**config.mk**
```make
export PLATFORM = sky130hd
export DESIGN_NAME = id_ex_stage_reg
export DESIGN_NICKNAME = d
export VERILOG_FILES = /design/src/rtl/id_ex_stage_reg.sv
export SDC_FILE = /design/constraint.sdc
export NUM_CORES = 1
export LEC_CHECK = 0
export ABC_AREA = 0
export CAP_MARGIN = 20
export CORE_AREA = 2 2 144 146
export CTS_BUF_LIST = sky130_fd_sc_hd__clkbuf_2
export DETAILED_ROUTE_END_ITERATION = 6
export DIE_AREA = 0 0 146 148
export PLACE_DENSITY = 0.81
export SYNTH_ARGS = -nofsm -noshare
export SYNTH_HDL_FRONTEND = slang
export SYNTH_SLANG_ARGS = --single-unit
export TNS_END_PERCENT = 5
```
**constraint.sdc**
```tcl
create_clock -name clk -period 4.3 [get_ports clk]
set_input_delay 0.645 -clock clk [delete_from_list [all_inputs] [get_ports clk]]
set_output_delay 0.645 -clock clk [all_outputs]
set_load 0.02 [all_outputs]
```
**src/rtl/id_ex_stage_reg.sv**
```systemverilog
// ID->EX pipeline register (negedge-updated) with stall bubbles, flush, and a saturating bubble counter.
// Optional one-entry skid buffer under ID_EX_SKID_BUFFER_EN; latency 1 edge, bubbles always carry zero control.
module id_ex_stage_reg #(
  parameter int XLEN   = 32,
  parameter int CTRL_W = 12,
  parameter int CNT_W  = 16
) (
  input  logic              clk,
  input  logic              reset,
  input  logic              in_valid,
  output logic              in_ready,
  input  logic [XLEN-1:0]   in_pc,
  input  logic [XLEN-1:0]   in_rs1,
  input  logic [XLEN-1:0]   in_rs2,
  input  logic [XLEN-1:0]   in_imm,
  input  logic [XLEN-1:0]   in_instr,
  input  logic [CTRL_W-1:0] in_ctrl,
  input  logic              stall,
  input  logic              flush,
  output logic              out_valid,
  input  logic              out_ready,
  output logic [XLEN-1:0]   out_pc,
  output logic [XLEN-1:0]   out_rs1,
  output logic [XLEN-1:0]   out_rs2,
  output logic [XLEN-1:0]   out_imm,
  output logic [XLEN-1:0]   out_instr,
  output logic [CTRL_W-1:0] out_ctrl,
  output logic [CNT_W-1:0]  bubble_cnt
);

  typedef struct packed {
    logic [XLEN-1:0]   pc;
    logic [XLEN-1:0]   rs1;
    logic [XLEN-1:0]   rs2;
    logic [XLEN-1:0]   imm;
    logic [XLEN-1:0]   instr;
    logic [CTRL_W-1:0] ctrl;
  } entry_t;

  // Encoding is {skid_valid, out_valid}.
  typedef enum logic [1:0] {
    EMPTY = 2'b00,
    FULL  = 2'b01,
    SKID  = 2'b11
  } state_t;

  state_t           state, state_nxt;
  entry_t           main_q, main_d, in_ent;
  logic [CNT_W-1:0] cnt_q, cnt_d;
  logic             in_xfer;

  assign in_ent  = {in_pc, in_rs1, in_rs2, in_imm, in_instr, in_ctrl};
  assign in_xfer = in_valid && in_ready;

`ifdef ID_EX_SKID_BUFFER_EN
  entry_t skid_q, skid_d;

  assign in_ready = !state[1] && !stall && !flush;

  always_comb begin
    state_nxt = state;
    main_d    = main_q;
    skid_d    = skid_q;
    if (flush) begin
      state_nxt   = EMPTY;
      main_d.ctrl = '0;
    end else if (stall) begin
      if (out_ready || !state[0]) begin
        if (state == SKID) begin
          state_nxt = FULL;
          main_d    = skid_q;
        end else begin
          state_nxt   = EMPTY;
          main_d.ctrl = '0;
        end
      end
    end else begin
      unique case (state)
        EMPTY: begin
          if (in_xfer) begin
            state_nxt = FULL;
            main_d    = in_ent;
          end
        end
        FULL: begin
          if (in_xfer && out_ready) begin
            main_d = in_ent;
          end else if (in_xfer) begin
            // EX refused the held entry, so the new one parks in the skid slot.
            state_nxt = SKID;
            skid_d    = in_ent;
          end else if (out_ready) begin
            state_nxt   = EMPTY;
            main_d.ctrl = '0;
          end
        end
        SKID: begin
          if (out_ready) begin
            state_nxt = FULL;
            main_d    = skid_q;
          end
        end
        default: begin
          state_nxt   = EMPTY;
          main_d.ctrl = '0;
        end
      endcase
    end
  end

  always_ff @(negedge clk) begin
    if (reset) skid_q <= '0;
    else       skid_q <= skid_d;
  end
`else
  logic out_xfer;

  assign out_xfer = state[0] && out_ready;
  assign in_ready = !stall && !flush && (!state[0] || out_ready);

  always_comb begin
    state_nxt = state;
    main_d    = main_q;
    if (flush) begin
      state_nxt   = EMPTY;
      main_d.ctrl = '0;
    end else if (stall) begin
      if (out_ready || !state[0]) begin
        state_nxt   = EMPTY;
        main_d.ctrl = '0;
      end
    end else if (in_xfer) begin
      state_nxt = FULL;
      main_d    = in_ent;
    end else if (out_xfer) begin
      state_nxt   = EMPTY;
      main_d.ctrl = '0;
    end
  end
`endif

  always_comb begin
    cnt_d = cnt_q;
    if (!state_nxt[0] && (cnt_q != '1)) cnt_d = cnt_q + CNT_W'(1);
  end

  always_ff @(negedge clk) begin
    if (reset) begin
      state  <= EMPTY;
      main_q <= '0;
      cnt_q  <= '0;
    end else begin
      state  <= state_nxt;
      main_q <= main_d;
      cnt_q  <= cnt_d;
    end
  end

  assign out_valid  = state[0];
  assign out_pc     = main_q.pc;
  assign out_rs1    = main_q.rs1;
  assign out_rs2    = main_q.rs2;
  assign out_imm    = main_q.imm;
  assign out_instr  = main_q.instr;
  assign out_ctrl   = main_q.ctrl;
  assign bubble_cnt = cnt_q;

endmodule

```
======== After elaboration in Yosys (flattened, before gate mapping) ========
Index checks and enable logic that the tools add are counted.
operators by class
  $add $sub $neg .......................... 1
  $mul .................................... 0
  divide/modulo/power cells ............... 0
  $lt $le $gt $ge ......................... 0
  equality and inequality tests ........... 2
  shift operators ......................... 0
  mux-type cells .......................... 9
  bitwise gates (word level) .............. 2
  reduce and logical (&&, ||, !) cells .... 14
operators by type and width
  kind                                                   number
  two-way mux 12 bit                                     4
  adder 16 x 1 -> 16 bit, second input constant          1
  inequality test 16 bit, second input constant          1
  logical AND 1 bit                                      5
  two-way mux 1 bit                                      5
  zero test 1 bit                                        4
  AND reduction 3 bit                                    1
  nonzero test 3 bit                                     1
  inequality test 2 x 1 -> 1 bit, second input constant  1
  inverter 1 bit                                         2
  AND reduction 2 bit                                    1
  OR reduction 2 bit                                     1
  logical OR 1 bit                                       1
storage, ports and cells
  flip-flop bits (word level) ............. 189
  bits in latches ......................... 0
  memory bits (writable) .................. 0
  bits in read-only memories .............. 0
  bits of input ports ..................... 178
  output and inout bits ................... 190
  word-level logic and storage cells ...... 36
  memories kept ........................... 0

======== Depth between registers and ports, before layout ========
Gate-level depths: netlist (run 1).
  depth after elaboration ................. 9
  mapped depth ............................ 8
  mapped depth without buffers ............ 6

==> results of run 1 <==
area by class of cell:
cell class,instances,area share [%]
diodes,2,0.0437
clock buffers,17,0.744
clock inverters,204,7.81
inverters,4,0.131
multi-input cells,586,23.3
flip-flops and latches,189,33.2
well taps,270,2.95
repair buffers,415,31.8
worst register-to-register path, delay by kind of cell (launching register included):
kind                       cells  cell delay (ns)
DFF                            1             0.38
adders and majority gates      1             0.22
AOI/OAI and AO/OA              2             0.19
and+or+nand+nor                2             0.82
buffers and inverters          2             0.28
registers in the layout (all words and copies together), names as in the netlist:
signal and flops:
bubble_cnt 16, out_ctrl 12, out_imm 32, out_instr 32, out_pc 32, out_rs1 32
out_rs2 32, state 1
kinds of logic (layout without fill, tap and decap cells):
logic type / Yosys count / count (layout)
and+or+nand+nor: 384 / 384
other: 0 / 2
adders and majority gates: 1 / 1
buffers and inverters: 63 / 640
xor gates and xnor gates: 6 / 6
DFF: 189 / 189
muxes: 1 / 1
AOI/OAI and AO/OA: 194 / 194
layout by cell type (no fill, tap or decap), types with 3 or more instances in the layout:
master / count
nor3_1: 4
inv_1: 194
nand4_1: 7
dlygate4sd2_1: 13
clkdlybuf4s15_2: 13
buf_4: 29
clkdlybuf4s50_1: 176
o31ai_1: 3
clkbuf_2: 125
buf_2: 18
nand2_1: 326
clkinv_8: 4
nor2_1: 24
xnor2_1: 5
nor4_1: 3
or3_1: 4
dfxtp_1: 176
o21ai_0: 5
a21oi_1: 167
clkdlybuf4s15_1: 37
buf_12: 19
inv_6: 3
inv_8: 4
nand3_1: 3
dfxtp_2: 13
a22oi_1: 12
synthesized netlist by cell type:
master,count,area (µm²)
a21o_1,1,7.51
nor3b_2,1,12.5
or3_4,1,11.3
and2_1,1,6.26
nor4_1,3,18.8
dfxtp_1,189,3780
nand2b_1,2,12.5
nor2b_1,1,6.26
nand2_1,327,1230
o31ai_1,3,22.5
nand4_1,7,43.8
nand3_1,3,15.0
nor2_1,24,90.1
inv_1,5,18.8
buf_4,1,7.51
o41ai_1,1,8.76
buf_1,1,3.75
a211oi_1,1,7.51
nand3_2,1,10.0
ha_1,1,12.5
o311ai_0,2,17.5
or4_1,2,15.0
o211a_1,1,10.0
a21oi_1,167,836
nor3_1,4,20.0
a21oi_2,1,8.76
xnor2_1,5,43.8
or3_1,4,25.0
o21ai_0,5,25.0
or2_2,2,12.5
mux2i_1,1,10.0
buf_2,21,105
a22oi_1,12,90.1
xor2_1,1,8.76
or4b_1,1,10.0
clkbuf_1,35,131
layer usage:
layer	share of wire (%)	routed length, µm
met2	50	12000
met1	39	9420
met4	3.6	862
met3	6.7	1610
met5	0	0
worst paths after layout:
check                                      to                  startpoint  slack, ns  cells after the start
hold / removal       out_rs1[16]$_SDFFE_NP0P_    out_rs1[16]$_SDFFE_NP0P_       0.45                      2
setup / recovery                     in_ready         state[0]$_SDFF_NP0_      -0.12                      4
setup reg to reg  bubble_cnt[11]$_SDFFE_NP0P_  bubble_cnt[0]$_SDFFE_NP0P_       2.33                      7
hold reg to reg      out_rs1[16]$_SDFFE_NP0P_    out_rs1[16]$_SDFFE_NP0P_       0.45                      2
power breakdown:
part | leakage, nW | switching, mW | internal, mW
clock network | 1.17 | 1.16 | 0.493
registers | 1.54 | 0.0302 | 1.80
logic | 2.53 | 0.240 | 0.264
total | 5.24 | 1.43 | 2.56
stage by stage:
step | power (mW) | area [µm²] | hold slack [ns] | instances | setup WS, ns
floorplan | 2.33 | 6700 | 0.533 | 838 | 0.0627
global placement | 2.67 | 11000 | 0.441 | 1462 | -0.190
detailed placement | 2.68 | 11000 | 0.446 | 1462 | -0.239
CTS | 4.10 | 11900 | 0.452 | 1683 | -0.224
global route | 4.32 | 11400 | 0.469 | 1687 | -0.269
finish | 3.99 | 11400 | 0.451 | 1687 | -0.117
what timing repair did:
item	in CTS	in global routing
setup endpoints to repair	190	163
cloned	0	0
resized for setup	314	229
hold endpoints to repair	0	0
setup buffers	1	2
==> impl_metrics.json, run 1 <==
{
  "cts_tree": "done",
  "cpPeakStageDelay_ns": 0.34,
  "detail-route-antenna-nets": 0,
  "wirelength_mm": 23.9,
  "die_width_um": 146,
  "clk_pin_slew_ns": 0.07,
  "cap_violations": 0,
  "clkLatencyLatePin_ns": 0.75,
  "dr_total_vias": 7786,
  "yosysSeqAreaShare_pct": 56.5,
  "required_ns": 3.65,
  "arrival_ns": 3.77,
  "multi_input_area_um2": 2660,
  "leakage_nw": 5.24,
  "cts.sinks": 189,
  "status": "finished with violations",
  "grtUsageMet2_pct": 35.3,
  "area_growth_pct": 70.9,
  "gp_congestion": 0.893,
  "syn-num-nets": 1017,
  "core_um2": 20000,
  "pwr_density_cell_nw_per_um2": 349,
  "grt_pass1_vias": 7988,
  "synthSimpleGateAreaFrac_pct": 22.9,
  "cts_buffers": 17,
  "layout-drive-gt1-share_pct": 17.0,
  "yosys_warnings": 0,
  "start_util_pct": 33.4,
  "finClkSkew_ns": 0.0684,
  "seq_area_um2": 3800,
  "rsz0062_at_grt": "yes",
  "irDropWorstVdd_v": 0.000195,
  "netlist_area_um2": 6700,
  "path_common_cell": "buf_6",
  "met1_usage_pct": 22.1,
  "grt.busiest_layer": "met2",
  "synth_xor_area_share_pct": 0.785,
  "grt.total_usage_pct": 21.3,
  "hold_viol_final": 0,
  "ys_types": 36,
  "syn_inst": 838,
  "htreeDepth": 4,
  "clockBufferDepth": 2,
  "drt_iter0_markers": 406,
  "cp_top_family": "flip-flops",
  "drv_slew": 0,
  "synthMuxAreaShare_pct": 0.150,
  "cp-start-kind": "flop",
  "worst_path_max_delay_cell": "dfxtp_2",
  "synth_top_family_by_area": "simple AND/OR/NAND/NOR gates",
  "syn_area_per_cell_um2": 7.99,
  "num-fill-cells": 1845,
  "drc": 0,
  "fin_util_pct": 57.1,
  "fin_nets": 1581,
  "grt_max_degree": 76,
  "port-buffer-count": 367,
  "critPathKind": "reg2out",
  "ys_ff_latch": 189,
  "dp_hpwl_mm": 16.9,
  "path_cells": "nand2b_1 -> nor3b_4 -> buf_6 -> buf_6",
  "pin_count": 368,
  "relSlewSlack_pct": 48.3,
  "die_area_um2": 21600,
  "crit_buf_inv": 2,
  "grt_pass1_wl_mm": 37.3,
  "avgRoutedWirePerCell_um": 14.2,
  "clock-root-buffer": "clkbuf_2",
  "global_route.usage.met3_pct": 9.41,
  "setup_ws_ns": -0.117,
  "worst_pin_slew_ns": 0.768,
  "hold_class": "reg2reg",
  "core.rowCount": 52,
  "finalSetupViolCount": 1,
  "violations": "negative setup slack",
  "via_per_inst": 4.62,
  "fp.dieH_um": 148,
  "synth_fa_ha_area_share_pct": 0.187,
  "antenna_found_initial": 2,
  "cp_max_fo": 3,
  "synth_compound_area_share_pct": 15.4,
  "first_pass_iters": 5,
  "ctsHoldBuffers": 0,
  "finalSetupTns_ns": -0.117,
  "grt_overflow": 0,
  "end_kind": "output pin"
}
No activity file was read; power rests on OpenSTA's default activity.
==> run 2, diff against run 1 <==
--- a/config.mk
+++ b/config.mk
@@ -7,11 +7,11 @@
 export LEC_CHECK = 0
 export ABC_AREA = 0
 export CAP_MARGIN = 20
-export CORE_AREA = 2 2 144 146
+export CORE_AREA = 2 2 142 144
 export CTS_BUF_LIST = sky130_fd_sc_hd__clkbuf_2
 export DETAILED_ROUTE_END_ITERATION = 6
-export DIE_AREA = 0 0 146 148
-export PLACE_DENSITY = 0.81
+export DIE_AREA = 0 0 144 146
+export PLACE_DENSITY = 0.83
 export SYNTH_ARGS = -nofsm -noshare
 export SYNTH_HDL_FRONTEND = slang
 export SYNTH_SLANG_ARGS = --single-unit
==> impl_metrics.json, run 2 (same netlist as run 1, synthesis figures left out) <==
{
  "fp.dieH_um": 146,
  "htreeDepth": 4,
  "hold_viol_final": 0,
  "worstHoldStart": "out_rs1[10]$_SDFFE_NP0P_",
  "clkLatencyLatePin_ns": 0.75,
  "finClkSkew_ns": 0.0483,
  "dpl.cell_count": 1453,
  "leakage_nw": 5.17,
  "gp_congestion": 0.874,
  "reg2reg_to": "bubble_cnt[0]$_SDFFE_NP0P_",
  "port-buffer-count": 367,
  "layout_commonest_cell": "nand2_1",
  "critPathKind": "reg2out",
  "r2r_start": "bubble_cnt[6]$_SDFFE_NP0P_",
  "wl_met3_mm": 1.62,
  "grt_overflow": 0,
  "drt_iter0_markers": 355,
  "placed_cell_area_um2": 10900,
  "die_width_um": 144,
  "clk_pin_slew_ns": 0.07,
  "hold_class": "reg2reg",
  "drc": 0,
  "start_util_pct": 34.6,
  "grt_pass1_wl_mm": 35.9,
  "layout-drive-gt1-share_pct": 18.7,
  "most-common-layout-cells": "nand2_1, inv_1, clkdlybuf4s50_1, dfxtp_1, a21oi_1",
  "final_area_um2": 11100,
  "cp-start-kind": "flop",
  "fin_nets": 1577,
  "p_clk_share_pct": 40.9,
  "dr_total_vias": 7827,
  "pwr_density_cell_nw_per_um2": 353,
  "violations": "negative setup slack",
  "irDropWorstVdd_v": 0.000167,
  "grt_max_degree": 79,
  "worst_pin_slew_ns": 0.812,
  "wl_met2_mm": 12.2,
  "rsz0062_at_grt": "yes",
  "core_um2": 19300,
  "worst_path_max_delay_cell": "dfxtp_2",
  "cts.sinks": 189,
  "relSlewSlack_pct": 45.4,
  "topRoutingLayerUsed": "met4",
  "status": "finished with violations",
  "end_kind": "output pin",
  "rr_worst_depth": 6,
  "clockBufferDepth": 2,
  "required_ns": 3.65,
  "finalSetupViolCount": 1,
  "drv_slew": 0,
  "cts_tree": "done",
  "min_to": "out_rs1[10]$_SDFFE_NP0P_",
  "pin_count": 368,
  "cp_max_fo": 2,
  "net-switching-power_mw": 1.44,
  "seq_power_share_pct": 46.7,
  "holdWs_ns": 0.450,
  "via_per_inst": 4.67,
  "power.internal_mw": 2.49,
  "reg2reg_setup_slack_ns": 2.38,
  "arrival_ns": 3.77,
  "setup_ws_ns": -0.111,
  "place_ws_ns": -0.328,
  "avgRoutedWirePerCell_um": 14.0,
  "area_growth_pct": 66.3,
  "grt_pass1_vias": 7685,
  "stdcell_count": 1677,
  "core.rowCount": 51,
  "cts_buffers": 17,
  "cap_violations": 0,
  "grt.total_usage_pct": 21.4,
  "whs_path_depth": 2,
  "clock-root-buffer": "clkbuf_2",
  "comb_power_share_pct": 12.4,
  "startpoint": "state[0]$_SDFF_NP0_",
  "dp_hpwl_mm": 16.2,
  "path_cells": "nand2b_1 -> nor3b_4 -> buf_6 -> buf_6",
  "die_area_um2": 21000,
  "antenna_found_initial": 1,
  "path_common_cell": "buf_6",
  "wirelength_mm": 23.5,
  "wl_met1_mm": 9.01,
  "detail-route-antenna-nets": 0,
  "swShare_pct": 36.6,
  "ctsHoldBuffers": 0,
  "first_pass_iters": 5,
  "cpPeakStageDelay_ns": 0.32
}
-- run 2: changes by cell type in the layout (fill, tap and decap cells not counted), moves of 6 or more --
cell	previous run	this run
dlygate4sd2_1	13	3
clkbuf_2	125	143
buf_2	18	35
buf_12	19	13
clkdlybuf4s15_2	13	3
clkdlybuf4s15_1	37	22
-- run 2: metal layers --
metal  vias up  track usage [%]
met2       304             36.1
li1       3865                -
met3        50             9.15
met4         0             12.7
met5         -                0
met1      3608             21.9
-- run 2: worst max path at each step --
stage | end | slack (ns) | depth (start not counted)
3_3_place_gp | bubble_cnt[14]$_SDFFE_NP0P_ | -0.29 | 7
5_1_grt | in_ready | -0.27 | 4
6_report | in_ready | -0.11 | 4
3_5_place_dp | bubble_cnt[14]$_SDFFE_NP0P_ | -0.33 | 7
2_1_floorplan | out_instr[0]$_SDFFE_NP0P_ | 0.06 | 8
4_1_cts | in_ready | -0.21 | 4
-- run 2: critical path, delay by kind of cell (launching register included) --
kind                   cells  cell delay [ns]
buffers and inverters      2             0.25
DFF                        1             0.32
and+or+nand+nor            2             0.30
-- run 2: final cells by class --
type / instances / area (µm²)
antenna: 1 / 2.50
clock buffer: 17 / 85.1
clock inverter: 204 / 871
fill: 1818 / 8200
inverter: 4 / 15.0
multi-input combinational: 586 / 2660
sequential: 189 / 3800
tap: 265 / 332
timing repair buffer: 411 / 3360
-- run 2: power by group through the flow --
stage               Combinational, mW  Clock (mW)  Sequential [mW]
floorplan                       0.127       0.267             1.94
finish                          0.488        1.61             1.83
detailed placement              0.531       0.267             1.87
global route                    0.525        1.92             1.84
CTS                             0.504        1.69             1.83
global placement                0.524       0.267             1.87
-- run 2: timing repair --
action                     in CTS  in global routing
buffers inserted                1                  2
resized for setup             347                251
setup endpoints to repair     190                178
pin swaps                       0                  0
-- run 2: per-stage QoR --
stage	utilization (%)	power [mW]	setup TNS, ns
2_1_floorplan	-	2.33	0
3_3_place_gp	56.5	2.66	-17.03
3_5_place_dp	56.5	2.67	-26.06
4_1_cts	61.0	4.03	-0.226
5_1_grt	57.6	4.28	-0.281
6_report	57.6	3.93	-0.111
